<file path="src/rtl/minisrc_control_sequencer.sv">
// -----------------------------------------------------------------------------
// minisrc_control_sequencer
//
// Hard-wired control unit for the Mini SRC processor. A step counter walks
// through fetch (T0-T2) and the per-opcode execute steps (T3-T7). All datapath
// strobes are a combinational decode of the registered step and IR[31:27],
// gated by Run so that reset and HALT present an all-zero strobe set.
//
// Optional feature macro: SEQ_MEM_WAIT_EN
//   defined   : Read/Write steps hold until mem_ready=1 is sampled.
//   undefined : memory is single-cycle, mem_ready is ignored.
//
// Ports
//   Clock      in   system clock, rising edge
//   clear      in   asynchronous active-low reset
//   IR[31:0]   in   instruction register, opcode in IR[31:27]
//   CON        in   branch condition flag
//   Stop       in   halt request, sampled on the final step of an instruction
//   mem_ready  in   memory access complete
//   PCout PCin IncPC MARin MDRin MDRout IRin Yin Zin Zlowout   out  datapath strobes
//   Gra Grb Grc Rin Rout BAout Cout CONin                      out  register/bus strobes
//   Read Write out  memory strobes
//   alu_op[1:0] out ALU operation: 0 ADD, 1 SUB, 2 AND, 3 OR
//   Run        out  high while executing
//   illegal    out  sticky unknown-opcode flag
//   step[3:0]  out  current step: 0-7 = T0-T7, 8 = HALT
// -----------------------------------------------------------------------------
module minisrc_control_sequencer (
   input  logic        Clock,
   input  logic        clear,
   input  logic [31:0] IR,
   input  logic        CON,
   input  logic        Stop,
   input  logic        mem_ready,
   output logic        PCout,
   output logic        PCin,
   output logic        IncPC,
   output logic        MARin,
   output logic        MDRin,
   output logic        MDRout,
   output logic        IRin,
   output logic        Yin,
   output logic        Zin,
   output logic        Zlowout,
   output logic        Gra,
   output logic        Grb,
   output logic        Grc,
   output logic        Rin,
   output logic        Rout,
   output logic        BAout,
   output logic        Cout,
   output logic        CONin,
   output logic        Read,
   output logic        Write,
   output logic [1:0]  alu_op,
   output logic        Run,
   output logic        illegal,
   output logic [3:0]  step
);

   localparam logic [4:0] OP_LD   = 5'b00000;
   localparam logic [4:0] OP_ST   = 5'b00010;
   localparam logic [4:0] OP_ADD  = 5'b00011;
   localparam logic [4:0] OP_SUB  = 5'b00100;
   localparam logic [4:0] OP_AND  = 5'b00101;
   localparam logic [4:0] OP_OR   = 5'b00110;
   localparam logic [4:0] OP_ADDI = 5'b01100;
   localparam logic [4:0] OP_ANDI = 5'b01101;
   localparam logic [4:0] OP_ORI  = 5'b01110;
   localparam logic [4:0] OP_BR   = 5'b10010;
   localparam logic [4:0] OP_NOP  = 5'b11010;
   localparam logic [4:0] OP_HALT = 5'b11011;

   localparam int NUM_LEGAL = 12;
   localparam logic [5*NUM_LEGAL-1:0] LEGAL_OPS = {
      OP_LD, OP_ST, OP_ADD, OP_SUB, OP_AND, OP_OR,
      OP_ADDI, OP_ANDI, OP_ORI, OP_BR, OP_NOP, OP_HALT
   };

   typedef enum logic [3:0] {
      S_T0   = 4'd0,
      S_T1   = 4'd1,
      S_T2   = 4'd2,
      S_T3   = 4'd3,
      S_T4   = 4'd4,
      S_T5   = 4'd5,
      S_T6   = 4'd6,
      S_T7   = 4'd7,
      S_HALT = 4'd8
   } step_t;

   step_t step_reg, step_next;
   logic  run_reg, run_next;
   logic  illegal_reg, illegal_next;

   logic [4:0]           opcode;
   logic [NUM_LEGAL-1:0] legal_hit;
   logic                 is_legal, is_alu, is_imm, is_ld, is_st, is_br, is_nop, is_halt;
   logic                 mem_step, mem_ok, hold, last_step;
   logic [1:0]           op_alu;
   logic                 unused_ir;

   assign opcode    = IR[31:27];
   assign unused_ir = ^IR[26:0];

   genvar gi;
   generate
      for (gi = 0; gi < NUM_LEGAL; gi++) begin : g_legal
         assign legal_hit[gi] = (opcode == LEGAL_OPS[gi*5 +: 5]);
      end
   endgenerate

   assign is_legal = |legal_hit;
   assign is_alu   = (opcode == OP_ADD)  || (opcode == OP_SUB)  || (opcode == OP_AND) || (opcode == OP_OR);
   assign is_imm   = (opcode == OP_ADDI) || (opcode == OP_ANDI) || (opcode == OP_ORI);
   assign is_ld    = (opcode == OP_LD);
   assign is_st    = (opcode == OP_ST);
   assign is_br    = (opcode == OP_BR);
   assign is_halt  = (opcode == OP_HALT);
   // Unknown opcodes behave exactly like nop.
   assign is_nop   = (opcode == OP_NOP) || !is_legal;

   always_comb begin
      op_alu = 2'd0;
      case (opcode)
         OP_SUB:          op_alu = 2'd1;
         OP_AND, OP_ANDI: op_alu = 2'd2;
         OP_OR,  OP_ORI:  op_alu = 2'd3;
         default:         op_alu = 2'd0;
      endcase
   end

   assign mem_step = (step_reg == S_T1) ||
                     ((step_reg == S_T6) && is_ld) ||
                     ((step_reg == S_T7) && is_st);

`ifdef SEQ_MEM_WAIT_EN
   assign mem_ok = mem_ready;
`else
   logic unused_mem_ready;
   assign unused_mem_ready = mem_ready;
   assign mem_ok = 1'b1;
`endif

   assign hold = mem_step && !mem_ok;

   // Final step of each instruction class: the only place Stop is looked at.
   assign last_step = ((step_reg == S_T3) && is_nop) ||
                      ((step_reg == S_T5) && (is_alu || is_imm)) ||
                      ((step_reg == S_T6) && is_br) ||
                      ((step_reg == S_T7) && (is_ld || is_st));

   always_comb begin
      step_next    = step_reg;
      run_next     = run_reg;
      illegal_next = illegal_reg;
      if (!run_reg) begin
         // Leaving reset: start running with T0 shown in the following cycle.
         // HALT is only left through clear.
         if (step_reg != S_HALT) begin
            run_next = 1'b1;
         end
      end else if (!hold) begin
         if ((step_reg == S_T3) && is_halt) begin
            step_next = S_HALT;
            run_next  = 1'b0;
         end else if (last_step) begin
            if (Stop) begin
               step_next = S_HALT;
               run_next  = 1'b0;
            end else begin
               step_next = S_T0;
            end
         end else begin
            step_next = step_t'(step_reg + 4'd1);
         end
         if ((step_reg == S_T3) && !is_legal) begin
            illegal_next = 1'b1;
         end
      end
   end

   always_ff @(posedge Clock or negedge clear) begin
      if (!clear) begin
         step_reg    <= S_T0;
         run_reg     <= 1'b0;
         illegal_reg <= 1'b0;
      end else begin
         step_reg    <= step_next;
         run_reg     <= run_next;
         illegal_reg <= illegal_next;
      end
   end

   assign Run     = run_reg;
   assign step    = step_reg;
   // Flag is visible already during the offending T3 and stays set afterwards.
   assign illegal = illegal_reg || (run_reg && (step_reg == S_T3) && !is_legal);

   // Strobe decode; Run gating forces everything low in reset and HALT.
   always_comb begin
      PCout = 1'b0; PCin = 1'b0; IncPC = 1'b0; MARin = 1'b0; MDRin = 1'b0;
      MDRout = 1'b0; IRin = 1'b0; Yin = 1'b0; Zin = 1'b0; Zlowout = 1'b0;
      Gra = 1'b0; Grb = 1'b0; Grc = 1'b0; Rin = 1'b0; Rout = 1'b0;
      BAout = 1'b0; Cout = 1'b0; CONin = 1'b0; Read = 1'b0; Write = 1'b0;
      alu_op = 2'd0;
      if (run_reg) begin
         case (step_reg)
            S_T0: begin
               PCout = 1'b1; MARin = 1'b1; IncPC = 1'b1; Zin = 1'b1;
            end
            S_T1: begin
               Zlowout = 1'b1; PCin = 1'b1; Read = 1'b1; MDRin = 1'b1;
            end
            S_T2: begin
               MDRout = 1'b1; IRin = 1'b1;
            end
            S_T3: begin
               if (is_alu || is_imm) begin
                  Grb = 1'b1; Rout = 1'b1; Yin = 1'b1;
               end else if (is_ld || is_st) begin
                  Grb = 1'b1; BAout = 1'b1; Yin = 1'b1;
               end else if (is_br) begin
                  Gra = 1'b1; Rout = 1'b1; CONin = 1'b1;
               end
            end
            S_T4: begin
               if (is_alu) begin
                  Grc = 1'b1; Rout = 1'b1; Zin = 1'b1; alu_op = op_alu;
               end else if (is_imm) begin
                  Cout = 1'b1; Zin = 1'b1; alu_op = op_alu;
               end else if (is_ld || is_st) begin
                  Cout = 1'b1; Zin = 1'b1;
               end else if (is_br) begin
                  PCout = 1'b1; Yin = 1'b1;
               end
            end
            S_T5: begin
               if (is_alu || is_imm) begin
                  Zlowout = 1'b1; Gra = 1'b1; Rin = 1'b1;
               end else if (is_ld || is_st) begin
                  Zlowout = 1'b1; MARin = 1'b1;
               end else if (is_br) begin
                  Cout = 1'b1; Zin = 1'b1;
               end
            end
            S_T6: begin
               if (is_ld) begin
                  Read = 1'b1; MDRin = 1'b1;
               end else if (is_st) begin
                  Gra = 1'b1; Rout = 1'b1; MDRin = 1'b1;
               end else if (is_br) begin
                  Zlowout = 1'b1; PCin = CON;
               end
            end
            S_T7: begin
               if (is_ld) begin
                  MDRout = 1'b1; Gra = 1'b1; Rin = 1'b1;
               end else if (is_st) begin
                  Write = 1'b1;
               end
            end
            default: begin
            end
         endcase
      end
   end

endmodule

</file>
<file path="config.mk">
export PLATFORM = sky130hd
export DESIGN_NAME = minisrc_control_sequencer
export DESIGN_NICKNAME = d
export VERILOG_FILES = /design/src/rtl/minisrc_control_sequencer.sv
export SDC_FILE = /design/constraint.sdc
export NUM_CORES = 1
export LEC_CHECK = 0
export CAP_MARGIN = 15
export CORE_UTILIZATION = 36
export CTS_CLUSTER_SIZE = 20
export DETAILED_ROUTE_END_ITERATION = 8
export GPL_ROUTABILITY_DRIVEN = 0
export PLACE_DENSITY = 0.8
export RECOVER_POWER = 50
export SLEW_MARGIN = 40
export SYNTH_ARGS = -nofsm -noshare
export SYNTH_HDL_FRONTEND = slang
export SYNTH_SLANG_ARGS = --single-unit
</file>
<file path="constraint.sdc">
create_clock -name Clock -period 2.3 [get_ports Clock]
set_clock_uncertainty 0.05 [all_clocks]
set_input_delay 0.575 -clock Clock [delete_from_list [all_inputs] [get_ports Clock]]
set_output_delay 0.575 -clock Clock [all_outputs]
set_load 0.01 [all_outputs]
</file>
### Yosys cells after proc, flatten, opt, wreduce, memory -nomap -nowiden

Index checks and enable logic that the tools add are counted.

| cells by class | value |
|---|---|
| reductions and logical operators | 27 |
| add/subtract/negate cells | 1 |
| equality and inequality tests | 19 |
| multiplexer cells | 76 |

Operators by type and width:

| operator | number |
|---|---|
| two-way mux 1 bit | 55 |
| case mux 1 bit (2 select lines) | 9 |
| == test 4 x 3 -> 1 bit (second input constant) | 4 |
| == test 5 x 3 -> 1 bit (second input constant) | 3 |
| == test 5 x 4 -> 1 bit (second input constant) | 3 |
| == test 5 bit (second input constant) | 3 |
| logical OR 1 bit | 12 |
| two-way mux 4 bit | 3 |
| OR reduction 12 bit | 1 |
| == test 5 x 2 -> 1 bit (second input constant) | 2 |
| case mux 1 bit (3 select lines) | 3 |
| == test 4 x 2 -> 1 bit (second input constant) | 2 |
| logical AND 1 bit | 8 |
| two-way mux 2 bit | 4 |
| case mux 2 bit (3 select lines) | 1 |
| zero test 5 bit | 1 |
| adder 4 x 1 -> 4 bit (second input constant) | 1 |
| == test 4 x 1 -> 1 bit (second input constant) | 1 |
| zero test 4 bit | 1 |
| != test 4 bit (second input constant) | 1 |
| case mux 1 bit (4 select lines) | 1 |
| OR reduction 2 bit | 2 |
| AND reduction 2 bit | 1 |
| zero test 1 bit | 1 |

| storage, ports and cells | value |
|---|---|
| bits in registers | 6 |

### Depth between registers and ports, before layout

| logic depth | value |
|---|---|
| word-level depth | 12 |
| depth in mapped cells | 7 |
| gate-level depth less buffers | 7 |

### Worst setup path before layout

Ideal clock, no wire load.

| path | value |
|---|---|
| path kind | reg-to-output |
| from | register step_reg[1], in the netlist step[1] |
| to | output port Gra |
| stages on the path, launching flop included | 7 |
| arrival | 1,725 ps |
| path slack | -50 ps |
| data required time | 1,675 ps |
| path buffers | 0 |
| cell sequence | dfrtp_1 -> inv_1 -> ha_1 -> or2b_1 -> a2111o_1 -> o21a_1 -> a21oi_1 |

| between the ends | value |
|---|---|
| cells in the longest elaborated chain, start to end | 3 |
| elaborated cells on any way between the ends | 6 |
| those cells by class | eq/ne (4); mux (2) |

RTL lines:

| element | RTL line | source |
|---|---|---|
| from (decl) | 92 | `step_t step_reg, step_next;` |
| from (signal assigned) | 189 | `step_reg <= step_next;` |
| == test 4 x 3 -> 1 bit / == test 4 x 2 -> 1 bit (equally long branches) | 208 | `case (step_reg)` |
| case mux 1 bit (4 select lines) * | 208 |  |
| two-way mux 1 bit * | 207 | `if (run_reg) begin` |
| to (decl) | 45 | `output logic Gra,` |

Every way passes the cells marked *; elsewhere a longest branch is shown, timed or not.

### Final worst setup path

Same ends and word-level chain as after synthesis.

==> results.json <==
{
  "maxSlewViolCount": 0,
  "die_x_um": 54.93,
  "finalCriticalPeriod_ps": 2505,
  "synthAdderAreaFrac": 0.04963,
  "tightestPinTransition_ps": 439.1,
  "synth-seq-cells": 6,
  "drt-initial-drc-count": 84,
  "hold_violations": 0,
  "violations": "negative setup slack",
  "muxShareOfSynthArea": 0,
  "rsz0062_at_grt": "yes",
  "finalNonFillerCells": 262,
  "yosysSeqAreaShare": 0.1489,
  "fmax_mhz": 399.1,
  "wirelength_um": 5540,
  "synth.avg_cell_area_um2": 7.361,
  "cp_slowest_cell": "dfrtp_1",
  "layout_commonest_cell": "buf_4",
  "synth.area.top_cells": "dfrtp_1, nor2_1, ha_1, a21oi_1, and3_1",
  "yosysTopAreaCellShare": 0.1489,
  "timing.rr.start": "step[0]",
  "grt_pass1_wl_um": 6872,
  "io_pins": 65,
  "synth_top_family_by_area": "simple AND/OR/NAND/NOR gates",
  "area.growth.synth_to_final_pct": 109.4,
  "synth_simple_gate_area_frac": 0.3809,
  "path_cells": "inv_2, ha_4, or2b_1, a2111o_1, o21a_1, a21oi_2, buf_2",
  "end_kind": "primary output",
  "dieArea_um2": 3017,
  "dpl_cell_area_um2": 1704,
  "crit_type": "flip-flop to primary output",
  "critPathMaxStageDelay_ps": 380,
  "grt_pass1_vias": 1427,
  "min_delay_path_depth": 1,
  "maxSlewHeadroom": 0.7073,
  "clkTransAtPathRegs_ps": 50,
  "synth-xor-area-share": 0.008685,
  "drc": 0,
  "whs_endpoint": "illegal_reg",
  "cts_made_buffers": 3,
  "final_layout_size_suffix_gt1_frac": 0.6552,
  "cts_hold_buf": 0,
  "layout_common_cells": "buf_4, buf_2, buf_6",
  "cts.sinks": 6,
  "p_leak_nw": 0.9517,
  "netlist_instances": 137,
  "post_drt_wl_per_cell_um": 21.15,
  "arrival_ps": 1880,
  "postSynth.asyncResetShare": 1.000,
  "viasPerCell": 6.202,
  "initial_utilization": 0.3928,
  "ff2ff_setup_slack_ps": 150,
  "grt_usage": 0.3197,
  "nets": 275,
  "hold_class": "flip-flop to flip-flop",
  "grt-ovfl-total": 0,
  "max-cap-violations": 0,
  "largest_register_ffs": 4,
  "ant_nets": 0,
  "diodes": 0,
  "clockBufferDepth": 2,
  "worstSkewPairLatency_ps": 240,
  "status": "complete, but fails checks",
  "syn_area_um2": 1008,
  "drt-pass1-iter-count": 5,
  "synth_nets": 178,
  "worst-path-buf-inv": 2,
  "crit_fanout": 2,
  "finalSetupViolCount": 14,
  "num_rows": 18,
  "synth_compound_area_frac": 0.3325,
  "cts_root_buf": "clkbuf_4",
  "antenna_found_initial": 0,
  "design_area_um2": 2112,
  "synth_edf_count": 0,
  "vias": 1625,
  "reg2reg_to": "step[1]",
  "reg2reg_depth": 9,
  "yosysUniqueCellTypes": 48,
  "htree_levels": 1,
  "min_from": "illegal_reg",
  "p_total_mw": 1.863,
  "setup_ws_ps": -205.4,
  "dp_hpwl_um": 2942,
  "cp_data_required_time_ps": 1670,
  "synth_area_leader_cell": "dfrtp_1",
  "ys_warn_count": 0,
  "n_fill_cell": 143,
  "crit_family": "compound AO/OA/AOI/OAI gates",
  "dpl.cell_count": 240,
  "dieHeight_um": 54.93,
  "start_kind": "flip-flop",
  "core_area_um2": 2567,
  "cts_tree": "built",
  "setup_tns_ps": -1154,
  "synth-main-ff-cell": "dfrtp_1",
  "vdd_ir_drop_max_mv": 0.9947,
  "min_period_over_period": 1.089,
  "place_ws_ps": -1042,
  "p_per_area_nw_per_um2": 882.2,
  "io_buffers": 36,
  "grt_max_degree": 20
}
cell usage after synthesis, types with 2 or more instances:
| library cell | n |
|---|---|
| o22ai_1 | 2 |
| a21oi_1 | 8 |
| a21boi_1 | 2 |
| a31oi_1 | 2 |
| and2_1 | 2 |
| nand2_1 | 6 |
| o21bai_1 | 4 |
| o21ai_0 | 5 |
| o21a_1 | 3 |
| dfrtp_1 | 6 |
| o21ai_1 | 2 |
| nor3b_1 | 2 |
| nor3_1 | 5 |
| nand2b_1 | 6 |
| nand3_1 | 6 |
| buf_6 | 2 |
| buf_2 | 4 |
| ha_1 | 4 |
| inv_1 | 7 |
| clkbuf_1 | 3 |
| nor2_1 | 17 |
| and3_1 | 6 |
| nand3b_1 | 3 |
| nor2b_1 | 6 |
cells by family after synthesis:
family | count (synthesis)
compound gates | 42
xor+xnor | 1
fa+ha+maj | 4
buf+inv | 16
flops | 6
simple gates | 68
layer usage:
| metal | share of wire | up-vias | global-route usage |
|---|---|---|---|
| li1 | - | 687 | - |
| met1 | 0.36 | 764 | 0.3814 |
| met2 | 0.49 | 130 | 0.5743 |
| met3 | 0.087 | 44 | 0.03005 |
| met4 | 0.064 | 0 | 0.1417 |
| met5 | 0 | - | 0 |
repair_timing:
item	CTS	global route
buffers inserted	11	12
gates resized for setup	136	60
pin swaps	21	18
endpoints found under the setup margin	25	23
through the flow:
stage / utilization / hold slack, ps
after floorplan: - / 229.4
after global placement: 0.6637 / 408.6
after detailed placement: 0.6637 / 410.9
after CTS: 0.7217 / 421.2
after global routing: 0.8226 / 450.3
final: 0.8226 / 418.2
area by class of cell:
class | count | area, um^2 | area share
repair buffers | 101 | 830.8 | 0.3934
flip-flops and latches | 6 | 152.6 | 0.07227
inverters | 7 | 26.28 | 0.01244
clock buffers | 3 | 22.52 | 0.01066
well taps | 30 | 37.54 | 0.01777
multi-input cells | 115 | 1042 | 0.4935
how the worst max path moves through the flow:
stage	start	slack (ps)	depth (start not counted)	endpoint
final	step[1]	-210	7	Gra
after CTS	step[1]	-210	7	Gra
after detailed placement	IR[29]	-1040	7	Zlowout
after global routing	step[1]	-270	7	Gra
after floorplan	step[1]	10	6	Gra
after global placement	IR[29]	-1000	7	Zlowout
report_power, final:
| group | switching, mW | total [mW] | internal [mW] | leakage, nW |
|---|---|---|---|---|
| registers | 0.0860 | 0.246 | 0.160 | 0.0636 |
| clock network | 0.0378 | 0.0968 | 0.0590 | 0.0138 |
| logic | 0.726 | 1.52 | 0.795 | 0.874 |
No activity file was read; power rests on OpenSTA's default activity.
